File: src/rtl/minmax_pkg.sv
// Shared types and defaults for the min/max burst scanner.
package minmax_pkg;

  localparam int N_DEFAULT     = 4;
  localparam int DEPTH_DEFAULT = 8;

  typedef enum logic [2:0] {
    IDLE,
    WAIT,
    CMP_MAX,
    CMP_MIN,
    DONE
  } state_t;

  // Exactly one of lt/gt/eq is set for any operand pair
  typedef struct packed {
    logic lt;
    logic gt;
    logic eq;
  } cmp_flags_t;

endpackage

File: src/rtl/mag_cmp.sv
// Unsigned N-bit magnitude comparator producing mutually exclusive lt/gt/eq flags.
module mag_cmp
  import minmax_pkg::*;
#(
  parameter int N = N_DEFAULT
) (
  input  logic [N-1:0] a,
  input  logic [N-1:0] b,
  output cmp_flags_t   flags
);

  assign flags.lt = (a < b);
  assign flags.gt = (a > b);
  assign flags.eq = (a == b);

endmodule

File: src/rtl/minmax_scan_ctrl.sv
// Burst min/max scanner: one comparator is shared between the running-max and
// running-min updates, so each word after the first costs three cycles.
module minmax_scan_ctrl
  import minmax_pkg::*;
#(
  parameter int N     = N_DEFAULT,
  parameter int DEPTH = DEPTH_DEFAULT
) (
  input  logic                       clk,
  input  logic                       rst_n,
  input  logic                       in_valid,
  output logic                       in_ready,
  input  logic [N-1:0]               in_data,
  input  logic                       in_last,
  output logic                       out_valid,
  input  logic                       out_ready,
  output logic [N-1:0]               max_val,
  output logic [$clog2(DEPTH)-1:0]   max_idx,
  output logic [N-1:0]               min_val,
  output logic [$clog2(DEPTH)-1:0]   min_idx,
  output logic [$clog2(DEPTH+1)-1:0] count
);

  localparam int IW = $clog2(DEPTH);
  localparam int CW = $clog2(DEPTH + 1);

  state_t        state;
  state_t        next_state;
  logic [N-1:0]  hold_data;
  logic          hold_last;
  logic [N-1:0]  cmp_b;
  cmp_flags_t    flags;
  logic          accept;
  logic [IW-1:0] cur_idx;
  logic          unused_eq;

  assign in_ready  = (state == IDLE) || (state == WAIT);
  assign accept    = in_valid && in_ready;
  assign cmp_b     = (state == CMP_MIN) ? min_val : max_val;
  assign cur_idx   = IW'(count - CW'(1));
  assign unused_eq = flags.eq;

  mag_cmp #(.N(N)) u_cmp (
    .a    (hold_data),
    .b    (cmp_b),
    .flags(flags)
  );

  always_ff @(posedge clk) begin
    if (!rst_n) state <= IDLE;
    else        state <= next_state;
  end

  always_comb begin
    next_state = state;
    case (state)
      IDLE:    if (accept) next_state = in_last ? DONE : WAIT;
      WAIT:    if (accept) next_state = CMP_MAX;
      CMP_MAX: next_state = CMP_MIN;
      CMP_MIN: next_state = (hold_last || (count == CW'(DEPTH))) ? DONE : WAIT;
      DONE:    if (out_ready) next_state = IDLE;
      default: next_state = IDLE;
    endcase
  end

  // Only strict gt/lt update the extremes, so ties keep the first occurrence
  always_ff @(posedge clk) begin
    if (!rst_n) begin
      max_val   <= '0;
      max_idx   <= '0;
      min_val   <= '0;
      min_idx   <= '0;
      count     <= '0;
      hold_data <= '0;
      hold_last <= 1'b0;
      out_valid <= 1'b0;
    end else begin
      case (state)
        IDLE: begin
          if (accept) begin
            max_val <= in_data;
            min_val <= in_data;
            max_idx <= '0;
            min_idx <= '0;
            count   <= CW'(1);
          end
        end
        WAIT: begin
          if (accept) begin
            hold_data <= in_data;
            hold_last <= in_last;
            count     <= count + CW'(1);
          end
        end
        CMP_MAX: begin
          if (flags.gt) begin
            max_val <= hold_data;
            max_idx <= cur_idx;
          end
        end
        CMP_MIN: begin
          if (flags.lt) begin
            min_val <= hold_data;
            min_idx <= cur_idx;
          end
        end
        default: ;
      endcase
      out_valid <= (next_state == DONE);
    end
  end

endmodule
File: config.mk
export PLATFORM = sky130hd
export DESIGN_NAME = minmax_scan_ctrl
export DESIGN_NICKNAME = d
export VERILOG_FILES = /design/src/rtl/minmax_pkg.sv /design/src/rtl/mag_cmp.sv /design/src/rtl/minmax_scan_ctrl.sv
export SDC_FILE = /design/constraint.sdc
export NUM_CORES = 1
export LEC_CHECK = 0
export ABC_AREA = 1
export BUFFER_PORTS_ARGS = -buffer_cell sky130_fd_sc_hd__buf_4
export CORE_ASPECT_RATIO = 0.8
export CORE_MARGIN = 8
export CORE_UTILIZATION = 48
export DETAILED_ROUTE_END_ITERATION = 12
export HOLD_SLACK_MARGIN = 0.05
export PLACE_DENSITY_LB_ADDON = 0.3
export SYNTH_ARGS = -nofsm -noshare
export SYNTH_HDL_FRONTEND = slang
export SYNTH_SLANG_ARGS = --single-unit
File: constraint.sdc
create_clock -name clk -period 1.89 [get_ports clk]
set_clock_uncertainty 0.05 [all_clocks]
set_input_delay 0.189 -clock clk [delete_from_list [all_inputs] [get_ports clk]]
set_output_delay 0.189 -clock clk [all_outputs]
set_load 0.005 [all_outputs]
==> impl_results.md <==
- Ys async rst share: 0%
- Top cell type's share of synthesized area: 38.8%
- Setup ws final: -0.00757 ns
- Crit path max fanout: 8
- Synth Flop Type: dfxtp_1
- # fillers: 241
- # IOs: 29
- First-pass GRT wire length: ~5.6 mm
- Final nets: 251
- Seq/Total Area, Yosys: roughly two fifths
- Final cell count without fillers: 273
- H-tree depth: 1
- Max-cap violations: 0
- Mean Syn Cell Area: 7.21 um2
- Post-synth net total: approximately 210
- Antenna violations before repair: 0
- Vias per cell: 5.22
- Die area: 4890 um2
- RSZ-0062 raised after global routing: true
- Clock-pin slew on the worst setup and hold paths: 0.14 ns
- Warnings from Yosys: 0
- Crit path to: min_val[3]$_SDFFE_PN0P_
- Fmax: ~0.53 GHz
- DP Worst Slack: -0.0752 ns
- Peak supply drop: 0.514 mV
- Worst R2R Path Depth: 11
- Cell area after synthesis: 1390 um2
- Drt drc: 0
- Fin. Hold Viols: 0
- Pwr Density: 708 nW/um2
- Placed cells: 263
- Data arrival time of the worst path: 2.11 ns
- R2r setup slk: -0.008 ns
- Startpoint Class: flip-flop
- Pre-antenna DRT Iters: 4
- Worst R2R Start: state[2]$_SDFF_PN0_
- Row Count: 17
- Hold Crit Class: input pin to flip-flop
- Hold_ws: ~0.096 ns
- Worst EP required: 2.10 ns
- Post-synth EDFFs: 0
- Aggregate routed wire length: 3.76 mm
- Antenna Nets Post-Route: 0
- Hold path startpoint: in_data[2]
- Cell taking the most area after synthesis: dfxtp_1
- Share of cells above drive strength 1: 36.2%
- CTS Hold Bufs: 0
- Fin util: 69.3%
- GRT Resource Usage Total: 13.7%
- Fin. max-slew vios: 0
- Post-synthesis instance total: 193
- Setup Viol. Count Final: 2
- Overall Power: approximately 1.4 mW
- CTS tree: built
- Vias: 1,425
- Slew margin rel.: 61.8%
- Largest cells by area after synthesis: dfxtp_1 (39%), nand2_1 (10%), a21oi_1 (7.6%)
- Fin crit share: 100%
- LEAKAGE: between 0.8 and 0.9 nW
- Die Width: 76.2 um
- Die Ht: approximately 64 um
- Bufs on Longest Clock Path: 2
- GRT overflow: 0
- IO buf count: 28
- Iter 0 DRT Violations: roughly 140
- Post-route minimum period: about 1.9 ns
- Total CTS buffers: 3
- Vias in the first global route: 1,200
- Status: complete, but fails checks
- CP endpoint kind: flip-flop
- Routed len/inst: about 14 um
- N_diodes: 0
- Initial Util: 50.3%
- Clock root buffer: clkbuf_4
- Clock sinks: 27
- Clk_lat worst skew: 0.32 ns
- Worst-Margin Slew: 0.572 ns
- Area grow syn2layout: 37.8%
- Placer Congestion: 0.896
- Number of synthesized register bits: 27
- Most frequent cells after synthesis: nand2_1 (38), dfxtp_1 (27), inv_1 (22)
- Pin count of the biggest net entering global routing: 15
- Dpl hpwl: 2.57 mm
- Failing checks: negative setup slack
- Crit Reg-Reg Endpoint: min_val[3]$_SDFFE_PN0P_
- CP Class: flip-flop to flip-flop
- Area of the core: 2770 um2
- CP startpoint: state[2]$_SDFF_PN0_
- Most common cell in the netlist: nand2_1
- Netlist cell types: 26
==> cells in the final DEF, fill, tap and decap left out, drive strengths merged <==
cell type and instances:
or2 2, nand3 17, nor3 3, ha 6, nand2 41, o21ai 18, xor2 1, nor2 20
a21oi 21, a211oi 1, nor3b 1, buf 43, inv 25, dfxtp 27, mux2i 3, nand4 2
clkbuf 4
==> per-stage QoR <==
| stage | cell area (um2) | TNS, ns |
|---|---|---|
| 6_report | 1920 | -0.0134 |
| 3_5_place_dp | 1700 | -0.318 |
| 2_1_floorplan | 1400 | 0 |
| 3_3_place_gp | 1700 | 0 |
| 5_1_grt | 1920 | -1.08 |
| 4_1_cts | 1750 | 0 |
==> logic make-up (layout without fill, tap and decap cells) <==
family | Yosys count | in the layout | share of synthesized area, %
adder cells (fa/ha/maj) | 6 | 6 | 5.40
XOR/XNOR | 1 | 1 | 0.630
AND/OR/NAND/NOR | 85 | 86 | 29.0
multiplexers | 3 | 3 | 2.16
buffers and inverters | 31 | 72 | 9.35
AO/OA/AOI/OAI | 40 | 40 | 14.6
flip-flops | 27 | 27 | 38.8
==> worst min-delay path by stage <==
| stage | end | slack, ns | depth (start not counted) |
|---|---|---|---|
| 6_report | hold_data[2]$_SDFFE_PN0P_ | 0.1 | 3 |
| 2_1_floorplan | count[2]$_SDFFE_PN0P_ | 0.29 | 2 |
| 3_3_place_gp | hold_last$_SDFFE_PN0P_ | 0.40 | 2 |
| 5_1_grt | max_val[2]$_SDFFE_PN0P_ | 0.10 | 3 |
| 3_5_place_dp | hold_last$_SDFFE_PN0P_ | 0.40 | 2 |
| 4_1_cts | hold_data[2]$_SDFFE_PN0P_ | 0.1 | 3 |
==> layer usage <==
metal / wire length, um / global-route usage [%]
met1: 1720 / 18.1
met2: 1720 / 20.7
met3: 270 / 5.31
met4: 44 / 2.87
met5: 0 / 0
==> timing repair <==
action / CTS / global route
buffers inserted: 1 / 4
cloned: 0 / 1
setup endpoints to repair: 11 / 14
gates resized for setup: 5 / 34
pin swaps: 0 / 18
==> cell type report <==
cell class	instances	area [um2]	share of cell area (%)
timing repair buffer	43	334	17.4
inverter	25	96.3	5.03
multi-input combinational	136	863	45.0
tap	38	47.5	2.48
sequential	27	549	28.7
clock buffer	4	26.3	1.37
==> worst max-delay path: stages (launching register included) <==
cell	delay (ns)
dfxtp_2	0.36
inv_4	0.07
nand3_4	0.10
mux2i_1	0.15
ha_1	0.36
nand2_2	0.12
inv_2	0.05
nand2_4	0.08
nand3_4	0.12
nand2_4	0.15
nand2_2	0.06
a21oi_2	0.15
==> state kept, by name (all words and copies together) (netlist names) <==
signal,cells
max_val,4
hold_last,1
max_idx,3
min_val,4
out_valid,1
min_idx,3
count,4
state,3
hold_data,4
==> where the power goes <==
group	total (mW)	switching (mW)	internal, mW
Sequential	0.653	0.0375	0.615
Combinational	0.458	0.272	0.186
Clock	0.247	0.164	0.0827
(Power assumes the default switching activity.)
